File: src/rtl/pixel_readout_pkg.sv
// Shared types and constants for the pixel readout buffer.
// Entry layout is {sof, eof, data}, with sof as the MSB.
package pixel_readout_pkg;

  localparam int PIXEL_WIDTH = 8;
  localparam int FRAME_COUNT_WIDTH = 16;

  typedef struct packed {
    logic                   sof;
    logic                   eof;
    logic [PIXEL_WIDTH-1:0] data;
  } readout_entry_t;

  function automatic int idx_bits(input int n);
    return (n > 1) ? $clog2(n) : 1;
  endfunction

endpackage

File: src/rtl/readout_fifo_mem.sv
// FIFO storage array with one write port and one asynchronous read port.
// Entries are deliberately left unreset; occupancy is tracked by the controller.
module readout_fifo_mem #(
  parameter int width = 10,
  parameter int depth = 8,
  parameter int addr_width = $clog2(depth)
) (
  input  logic                  clk,
  input  logic                  we,
  input  logic [addr_width-1:0] waddr,
  input  logic [width-1:0]      wdata,
  input  logic [addr_width-1:0] raddr,
  output logic [width-1:0]      rdata
);

  logic [width-1:0] mem [depth];

  always_ff @(posedge clk) begin
    if (we) mem[waddr] <= wdata;
  end

  assign rdata = mem[raddr];

endmodule

File: src/rtl/pixel_readout_fifo.sv
// Tags readout words with frame position and buffers them on a valid/ready stream.
// Define PIXEL_READOUT_SUM_EN to add the per-frame pixel sum outputs.
module pixel_readout_fifo
  import pixel_readout_pkg::*;
#(
  parameter int pixel_count = 4,
  parameter int counter_width = 8,
  parameter int fifo_depth = 8
) (
  input  logic                         clk,
  input  logic                         reset,
  input  logic                         read,
  input  logic [counter_width-1:0]     pixel_in,
  input  logic                         out_ready,
  input  logic                         clear_overflow,
  output logic                         out_valid,
  output logic [counter_width-1:0]     out_data,
  output logic                         out_sof,
  output logic                         out_eof,
  output logic [$clog2(fifo_depth):0]  level,
  output logic                         overflow,
  output logic [FRAME_COUNT_WIDTH-1:0] frame_count
`ifdef PIXEL_READOUT_SUM_EN
  ,
  output logic [counter_width+$clog2(pixel_count)-1:0] frame_sum,
  output logic                                         frame_sum_valid
`endif
);

  localparam int AW = $clog2(fifo_depth);
  localparam int LW = AW + 1;
  localparam int IW = idx_bits(pixel_count);
  localparam int EW = counter_width + 2;
  localparam logic [IW-1:0] LAST = IW'(pixel_count - 1);
  localparam logic [LW-1:0] FULL = LW'(fifo_depth);

  logic [AW-1:0] wr_ptr;
  logic [AW-1:0] rd_ptr;
  logic [IW-1:0] idx;
  logic [EW-1:0] head;
  logic [EW-1:0] hold;
  logic [EW-1:0] wdata;
  logic          full;
  logic          push;
  logic          pop;
  logic          drop;
  logic          last;

  assign full      = (level == FULL);
  assign out_valid = (level != '0);
  assign pop       = out_valid && out_ready;
  assign push      = read && (!full || pop);
  assign drop      = read && !push;
  assign last      = (idx == LAST);
  assign wdata     = {idx == '0, last, pixel_in};

  readout_fifo_mem #(
    .width(EW),
    .depth(fifo_depth)
  ) u_mem (
    .clk  (clk),
    .we   (push),
    .waddr(wr_ptr),
    .wdata(wdata),
    .raddr(rd_ptr),
    .rdata(head)
  );

  // hold keeps the last presented head so outputs stay put once empty
  assign {out_sof, out_eof, out_data} = out_valid ? head : hold;

  always_ff @(posedge clk) begin
    if (reset) begin
      wr_ptr <= '0;
      rd_ptr <= '0;
      level  <= '0;
      hold   <= '0;
    end else begin
      if (push) wr_ptr <= wr_ptr + AW'(1);
      if (pop) rd_ptr <= rd_ptr + AW'(1);
      unique case ({push, pop})
        2'b10:   level <= level + LW'(1);
        2'b01:   level <= level - LW'(1);
        default: level <= level;
      endcase
      if (out_valid) hold <= head;
    end
  end

  // index advances on dropped words too, keeping framing aligned
  always_ff @(posedge clk) begin
    if (reset) begin
      idx         <= '0;
      frame_count <= '0;
    end else if (read) begin
      if (last) begin
        idx         <= '0;
        frame_count <= frame_count + FRAME_COUNT_WIDTH'(1);
      end else begin
        idx <= idx + IW'(1);
      end
    end
  end

  always_ff @(posedge clk) begin
    if (reset) begin
      overflow <= 1'b0;
    end else if (drop) begin
      overflow <= 1'b1;
    end else if (clear_overflow) begin
      overflow <= 1'b0;
    end
  end

`ifdef PIXEL_READOUT_SUM_EN
  localparam int SW = counter_width + $clog2(pixel_count);

  logic [SW-1:0] acc;
  logic [SW-1:0] acc_next;

  assign acc_next = acc + SW'(pixel_in);

  always_ff @(posedge clk) begin
    if (reset) begin
      acc             <= '0;
      frame_sum       <= '0;
      frame_sum_valid <= 1'b0;
    end else begin
      frame_sum_valid <= 1'b0;
      if (read) begin
        if (last) begin
          acc             <= '0;
          frame_sum       <= acc_next;
          frame_sum_valid <= 1'b1;
        end else begin
          acc <= acc_next;
        end
      end
    end
  end
`endif

endmodule

File: config.mk
export PLATFORM = sky130hd
export DESIGN_NAME = pixel_readout_fifo
export DESIGN_NICKNAME = d
export VERILOG_FILES = /design/src/rtl/pixel_readout_pkg.sv /design/src/rtl/readout_fifo_mem.sv /design/src/rtl/pixel_readout_fifo.sv
export SDC_FILE = /design/constraint.sdc
export NUM_CORES = 1
export LEC_CHECK = 0
export BUFFER_PORTS_ARGS = -buffer_cell sky130_fd_sc_hd__buf_2
export CORE_MARGIN = 1.5
export CORE_UTILIZATION = 50
export CTS_CLUSTER_DIAMETER = 120
export DETAILED_ROUTE_END_ITERATION = 7
export PLACE_DENSITY = 0.75
export SLEW_MARGIN = 25
export SYNTH_ARGS = -nofsm -noshare
export SYNTH_HDL_FRONTEND = slang
export SYNTH_SLANG_ARGS = --single-unit
File: constraint.sdc
create_clock -name clk -period 3.7 [get_ports clk]
set_clock_uncertainty 0.15 [all_clocks]
set_input_delay 0.37 -clock clk [delete_from_list [all_inputs] [get_ports clk]]
set_output_delay 0.37 -clock clk [all_outputs]
set_load 0.01 [all_outputs]
==> flow_metrics.env <==
export IMPL_startpoint_type="flip-flop"
export IMPL_area_growth_pct=21.1
export IMPL_cts_resized_gates=0
export IMPL_grt_pass1_vias=2947
export IMPL_tritoncts="done"
export IMPL_post_cts_setup_buffers=0
export IMPL_max_vdd_ir_drop_mv=0.380
export IMPL_layout_cells_non_filler=560
export IMPL_tns_ns=0
export IMPL_post_dp_cell_area_sq_mm=0.00533
export IMPL_routed_wl_mm=9.36
export IMPL_clk_latency_ns=0.51
export IMPL_wl_per_cell_microns=16.7
export IMPL_maxCapViolCount=0
export IMPL_finalCriticalPeriod_ns=3.01
export IMPL_slew_headroom=0.334
export IMPL_yosys_area_share_simple=0.121
export IMPL_grt_max_degree=43
export IMPL_clockRootBuffer="clkbuf_8"
export IMPL_via_count=2986
export IMPL_yosys_area_top_type="edfxtp_1"
export IMPL_postLayoutCellArea_sq_mm=0.00597
export IMPL_critPathKind="reg2out"
export IMPL_grt_ovfl_total=0
export IMPL_rsz0062_at_grt="no"
export IMPL_fin_crit_sh=0.814
export IMPL_synth_mux_area_frac=0.102
export IMPL_grt_antenna_before_repair=0
export IMPL_ant_nets=0
export IMPL_hold_viol=0
export IMPL_cts_max_path_buffers=2
export IMPL_synth_compound_area_frac=0.0475
export IMPL_worstPathMaxFanout=20
export IMPL_ys_flop_type="edfxtp_1"
export IMPL_sw_frac_of_total=0.312
export IMPL_nets=435
export IMPL_die_x_microns=102
export IMPL_cts_sinks=122
export IMPL_hpwlAfterDp_mm=5.97
export IMPL_p_leak_nw=2.16
export IMPL_port_buffer_count=44
export IMPL_yosys_top_cells_count="edfxtp_1, nor2_1, dfxtp_1"
export IMPL_hold_ws_ns=0.108
export IMPL_place_ws_ns=0.810
export IMPL_setup_slack_ns=0.687
export IMPL_syn_cell_area_sq_mm=0.00493
export IMPL_status="finished, final reports clean"
export IMPL_grt_util_all_layers=0.198
export IMPL_yosysMostFrequentCell="edfxtp_1"
export IMPL_drc=0
export IMPL_cts_hold_buf=9
export IMPL_drive_gt1_frac=0.262
export IMPL_viasPerCell=5.33
export IMPL_worstMarginPinSlew_ns=0.995
export IMPL_syn_nets=369
export IMPL_first_pass_iters=4
export IMPL_pwr_share_comb=0.252
export IMPL_report_final_slew_viol_count=0
export IMPL_hold_class="in2reg"
export IMPL_synth_cell_types=38
export IMPL_synth_area_leaders="edfxtp_1, dfxtp_1, mux4_2, nor2_1, nor2b_1"
export IMPL_path_clk_slew_ns=0.06
export IMPL_ys_ff_latch=122
export IMPL_dp_cells=519
export IMPL_clkPwrFrac=0.359
export IMPL_seq_area_frac_synth=0.658
export IMPL_synth_adder_area_share=0.0218
export IMPL_synth_edff_count=80
export IMPL_avgSynthCellArea_sq_um=14.2
export IMPL_ff2ff_setup_slack_ns=0.78
export IMPL_htreeDepth=4
export IMPL_io_pins=45
export IMPL_power_switching_mw=1.33
export IMPL_finalSetupViolCount=0
export IMPL_core_rowCount=36
export IMPL_intPower_mw=2.92
export IMPL_synthXorXnorAreaFrac=0.0302
export IMPL_die_y_microns=102
export IMPL_grt_pass1_wl_mm=15.0
export IMPL_max_clock_freq_mhz=332
export IMPL_netlist_area_leader_share=0.487
export IMPL_worstPathRequired_ns=3.18
export IMPL_synth_top_family_by_area="simple AND/OR/NAND/NOR gates"
export IMPL_start_util=0.509
export IMPL_ys_warn_count=0
export IMPL_dr_first_iter_drc_count=178
export IMPL_async_reset_ff_frac=0
export IMPL_synthCells=348
export IMPL_diodes=0
export IMPL_p_per_area_mw_per_mm2=711
export IMPL_cp_arrival_ns=2.49
export IMPL_numCtsBuffers=17
export IMPL_die_area_sq_mm=0.0105
export IMPL_gp_congestion=0.758
export IMPL_n_fill_cell=722
export IMPL_core_area_sq_mm=0.00968
export IMPL_p_seq_frac=0.389
export IMPL_end_kind="output pin"
[cell type report]
class                           count  area, sq um  share of cell area
Clock buffer                       17          414              0.0693
Clock inverter                     15          139              0.0233
Multi-Input combinational cell    201         1590               0.267
Sequential cell                   122         3240               0.543
Inverter                           10         37.5             0.00629
Timing Repair Buffer               62          378              0.0633
Tap cell                          133          166              0.0279
[kinds of logic (layout without fill, tap and decap cells)]
logic type / Yosys count / after routing
AO/OA/AOI/OAI: 29 / 29
XOR/XNOR: 17 / 17
adder cells (fa/ha/maj): 8 / 8
buffers and inverters: 25 / 104
flip-flops: 122 / 122
multiplexers: 25 / 25
AND/OR/NAND/NOR: 122 / 122
[flip-flops by register name, summed over array words and instances (netlist names), named ones only]
signal / cells
u_mem.mem: 80
wr_ptr: 3
rd_ptr: 3
idx: 2
hold: 10
level: 4
frame_count: 16
overflow: 1
[path summary, 6_finish.rpt]
check,startpoint,to,depth (start not counted)
worst max-delay path,flip-flop,out_eof,6
worst min-delay path,out_ready,flip-flop,3
worst max register to register,level[0],level[3],10
worst min register to register,rd_ptr[1],flip-flop,2
[critical path, cell delays in order, from the launching register on]
cell	delay, ns
dfxtp_1	0.31
buf_4	0.36
mux4_2	0.56
nor2b_1	0.15
a211oi_1	0.39
nor2_1	0.07
buf_2	0.15
[placed cells by master (no fill, tap or decap), drive strengths merged, types with 9 or more instances in the layout]
cell type	n
mux4	20
nor3	18
edfxtp	80
dlygate4sd3	9
clkbuf	17
nor2	50
nand2	10
buf	53
a211oi	11
xor2	9
nand3	9
nor2b	15
inv	17
dfxtp	42
[routing by layer]
layer | vias to the layer above | routed length [microns] | GRT usage | share of wire
li1 | 1432 | - | - | -
met1 | 1456 | 4150 | 0.256 | 0.44
met2 | 88 | 4640 | 0.316 | 0.50
met3 | 10 | 445 | 0.0581 | 0.048
met4 | 0 | 123 | 0.0780 | 0.013
met5 | - | 0 | 0 | 0
[metrics by stage]
step	utilization	total power, mW
detailed placement	0.550	2.76
finish	0.617	4.25
global placement	0.550	2.72
floorplan	-	2.40
global route	0.617	4.48
CTS	0.617	4.29
[power groups by stage]
stage               clock [mW]  combinational [mW]  sequential [mW]
global placement             0                1.05             1.67
detailed placement           0                1.08             1.68
CTS                       1.55                1.09             1.65
finish                    1.53                1.07             1.65
floorplan                    0               0.738             1.66
global route              1.62                1.20             1.67
(Power assumes the default switching activity.)
